`src/rtl/stream_demultiplexer.sv`:
```
// Valid/ready stream demultiplexer: routes each accepted word to one output channel or to all
// of them, with a single-entry holding slot per channel so one stalled consumer blocks only its own traffic.
module stream_demultiplexer #(
    parameter int                    DATA_WIDTH        = 32,
    parameter int                    NUMBER_OF_OUTPUTS = 4,
    parameter int                    SELECT_WIDTH      = $clog2(NUMBER_OF_OUTPUTS),
    parameter logic [DATA_WIDTH-1:0] INACTIVE_VALUE    = '0,
    parameter int                    COUNTER_WIDTH     = 16
) (
    input  logic                         clock,
    input  logic                         reset,
    input  logic [DATA_WIDTH-1:0]        inputData,
    input  logic [SELECT_WIDTH-1:0]      inputSelect,
    input  logic                         inputBroadcast,
    input  logic                         inputValid,
    output logic                         inputReady,
    output logic [DATA_WIDTH-1:0]        outputData [NUMBER_OF_OUTPUTS],
    output logic [NUMBER_OF_OUTPUTS-1:0] outputValid,
    input  logic [NUMBER_OF_OUTPUTS-1:0] outputReady,
    output logic                         dropPulse,
    output logic [COUNTER_WIDTH-1:0]     droppedCount
);

    localparam logic [SELECT_WIDTH:0] NumOutputs = (SELECT_WIDTH + 1)'(NUMBER_OF_OUTPUTS);

    logic [DATA_WIDTH-1:0]        slotData [NUMBER_OF_OUTPUTS];
    logic [NUMBER_OF_OUTPUTS-1:0] slotValid;
    logic [NUMBER_OF_OUTPUTS-1:0] slotFree;
    logic [NUMBER_OF_OUTPUTS-1:0] targetMask;
    logic                         selectInRange;
    logic                         accept;
    logic                         dropNext;

    always_comb begin
        slotFree      = ~slotValid | outputReady;
        selectInRange = {1'b0, inputSelect} < NumOutputs;
        targetMask    = '0;
        for (int unsigned i = 0; i < NUMBER_OF_OUTPUTS; i++) begin
            targetMask[i] = inputBroadcast || (inputSelect == SELECT_WIDTH'(i));
        end
        // Broadcast waits for every slot so all channels load together or none do.
        if (inputBroadcast) begin
            inputReady = &slotFree;
        end else if (selectInRange) begin
            inputReady = |(targetMask & slotFree);
        end else begin
            inputReady = 1'b1;
        end
        accept   = inputValid && inputReady;
        dropNext = accept && !inputBroadcast && !selectInRange;
    end

    always_ff @(posedge clock) begin
        if (!reset) begin
            slotValid    <= '0;
            dropPulse    <= 1'b0;
            droppedCount <= '0;
            for (int unsigned i = 0; i < NUMBER_OF_OUTPUTS; i++) begin
                slotData[i] <= '0;
            end
        end else begin
            for (int unsigned i = 0; i < NUMBER_OF_OUTPUTS; i++) begin
                if (accept && targetMask[i]) begin
                    slotValid[i] <= 1'b1;
                    slotData[i]  <= inputData;
                end else if (slotValid[i] && outputReady[i]) begin
                    slotValid[i] <= 1'b0;
                end
            end
            dropPulse <= dropNext;
            if (dropNext && (droppedCount != '1)) begin
                droppedCount <= droppedCount + COUNTER_WIDTH'(1);
            end
        end
    end

    always_comb begin
        outputValid = slotValid;
        for (int unsigned i = 0; i < NUMBER_OF_OUTPUTS; i++) begin
            outputData[i] = slotValid[i] ? slotData[i] : INACTIVE_VALUE;
        end
    end

endmodule

```
`config.mk`:
```
export PLATFORM = sky130hd
export DESIGN_NAME = stream_demultiplexer
export DESIGN_NICKNAME = d
export VERILOG_FILES = /design/src/rtl/stream_demultiplexer.sv
export SDC_FILE = /design/constraint.sdc
export NUM_CORES = 1
export LEC_CHECK = 0
export CORE_MARGIN = 2
export CORE_UTILIZATION = 50
export DETAILED_ROUTE_END_ITERATION = 8
export DONT_BUFFER_PORTS = 1
export PLACE_DENSITY_LB_ADDON = 0.15
export SKIP_LAST_GASP = 1
export SYNTH_ARGS = -nofsm -noshare
export SYNTH_HDL_FRONTEND = slang
export SYNTH_SLANG_ARGS = --single-unit
```
`constraint.sdc`:
```
create_clock -name clock -period 5.8 [get_ports clock]
set_input_delay 1.16 -clock clock [delete_from_list [all_inputs] [get_ports clock]]
set_output_delay 1.16 -clock clock [all_outputs]
set_load 0.05 [all_outputs]
```
==> impl_metrics.ini <==
[outcome]
run_status = completed

[critical_path]
r2r-start = outputValid[0]
endpoint_kind = output port
startpoint_type = flip-flop
critPathKind = reg -> out
r2r_end = slotData[1][9]
rrSetupSlack_ns = 2.79
worstPathRequired_ns = 4.64
crit_fanout = 34
crit_arrival_ns = 2.39
ff2ff_path_depth = 5

[cts]
post_cts_resized = 0
clock_latency_ns = 0.41
cts_buffer_depth = 2
numClockSinks = 132
tritoncts = done
htreeDepth = 4
path_clk_slew_ns = 0.05
cts_root_buffer = clkbuf_16
cts_setup_buffers = 0
cts_made_buffers = 17
ctsHoldBuffers = 0

[finish]
final_cell_area_sq_um = 6590
layout.nets = 538
final_common_cell = and2_1
drive_gt1_frac = 0.114
final_cell_mix = and2_1, edfxtp_1, nor2_1, nand2_1
final_util = 0.556
areaGrowthSynthToFinish_pct = 9.48
n_antenna_cell = 0

[sta]
min_period_ns = 3.55
fin_crit_sh = 0.613
relSlewSlack = 0.254
slew_violations = 0
hold_viol_final = 0
fmax_ghz = 0.281
hold_slack_ns = 0.886
tightest_slew_ns = 1.11
setup_slack_ns = 2.25
setup_violations = 0
fin_tns_setup_ns = 0
grt_setup_unrepaired = no
fin_worst_skew_ns = 0.00690

[logic_synthesis]
synth_top_family_by_area = simple AND/OR/NAND/NOR gates
muxShareOfSynthArea = 0
syn_inst = 505
synth_top_area_share = 0.639
synth.distinct_cells = 31
synthAdderAreaFrac = 0
synth_area_sq_um = 6020
synth_area_per_cell_sq_um = 11.9
yosys.area_share.simple = 0.265
synth_seq_area_share = 0.652
ys_seq_elements = 132
synth.area.top_cells = edfxtp_1, and2_1, nor2_1
yosysTopAreaCell = edfxtp_1
yosysWarnings = 0
synth-xor-area-share = 0
synth_compound_area_frac = 0.0243

[placed_design]
place.gp.congestion = 0.804
hpwl_mm = 8.73
post-place-ws_ns = 2.27
numPortBuffers = 0
place_area_sq_um = 5980

[floorplan]
core_sq_um = 11900
dieArea_sq_um = 12900
die_width_um = 114
rows = 40
pin_count = 192
die_y_um = 114
start_util = 0.507

[worst_hold_path]
hp-class = in -> reg
hold_path_end = outputValid[0]
hp-start = reset
hold_depth = 2

[detailed_routing]
routed_wl_mm = 13.3
firstDrtPassIters = 4
vias = 3441
drc = 0
ant_nets = 0
routedWlPerCell_um = 20.3
drtIter0Drc = 222
via_per_inst = 5.25

[power]
pwr_density_cell_nw_per_um2 = 400
p_leak_nw = 2.54
peakVddDrop_mv = 0.178

[global_route]
grt_max_degree = 36
gr-total-overflow = 0
grt_use_total = 0.214
grt_pass1_vias = 3489
grt_pass1_wl_mm = 20.4
antenna_found_initial = 0

[job]
maxCapViolCount = 0
## report_power, final
group          internal, mW  switching (mW)  total [mW]
registers              1.14          0.0484        1.19
logic                0.0465           0.292       0.338
clock network         0.716           0.391        1.11
## metrics by stage
stage / power [mW] / std cells
after floorplan: 1.52 / 521
after detailed placement: 1.55 / 624
after CTS: 2.66 / 656
after global routing: 2.73 / 656
final: 2.64 / 656
after global placement: 1.54 / 624
## area by class of cell
cell class	instances	area (sq um)
sequential	132	3930
inverter	2	7.51
timing repair buffer	1	7.51
clock inverter	14	185
clock buffer	18	429
multi-input combinational	342	1850
fill	1004	5270
tap	147	184
## state kept, by name, indices dropped and copies added, names as in the netlist
register,count
slotData,128
outputValid,4
## layer usage
layer / global-route usage / wire, um
met4: 0.0659 / 75
met2: 0.348 / 6690
met5: 0 / 0
met1: 0.270 / 5420
met3: 0.0792 / 1160
## how the worst max path moves through the flow
stage	cells past startpoint	from	to	slack, ns
floorplan	5	inputSelect[1]	slotData[0][0]	1.01
global placement	4	inputSelect[1]	inputReady	2.31
detailed placement	4	inputSelect[0]	inputReady	2.27
CTS	4	outputValid[2]	inputReady	2.20
global route	4	outputValid[3]	inputReady	2.12
finish	4	outputValid[2]	inputReady	2.25
## worst max-delay path, stage by stage, from the launching register on
cell and delay, ns:
dfxtp_2 0.80, or2b_1 0.32, o21ai_0 0.16, o2111ai_4 0.33, and2_2 0.38
## cell families (layout without fill, tap and decap cells)
kind of cell / Yosys count / in the layout
simple gates: 308 / 308
flops: 132 / 132
buf+inv: 47 / 35
compound gates: 17 / 17
other cells: 1 / 17
## Yosys cell counts
| cell | n |
|---|---|
| dlygate4sd1_1 | 3 |
| edfxtp_1 | 128 |
| and2_1 | 129 |
| a21o_2 | 1 |
| nand3_1 | 1 |
| and2b_2 | 3 |
| a22oi_2 | 1 |
| buf_6 | 13 |
| nand2b_1 | 1 |
| or2_4 | 1 |
| nor2b_1 | 2 |
| buf_4 | 17 |
| a21oi_1 | 2 |
| dfxtp_1 | 4 |
| nand3b_4 | 3 |
| inv_1 | 2 |
| nor2_1 | 126 |
| o21ai_0 | 6 |
| clkbuf_1 | 12 |
| o21ba_2 | 1 |
| nand3_4 | 1 |
| or2b_2 | 1 |
| conb_1 | 1 |
| nand2_1 | 34 |
| and2_2 | 1 |
| or2b_1 | 1 |
| o22ai_1 | 3 |
| a22oi_4 | 1 |
| o21ai_2 | 1 |
| nor2_2 | 4 |
| o2111ai_4 | 1 |
(Power assumes the default switching activity.)
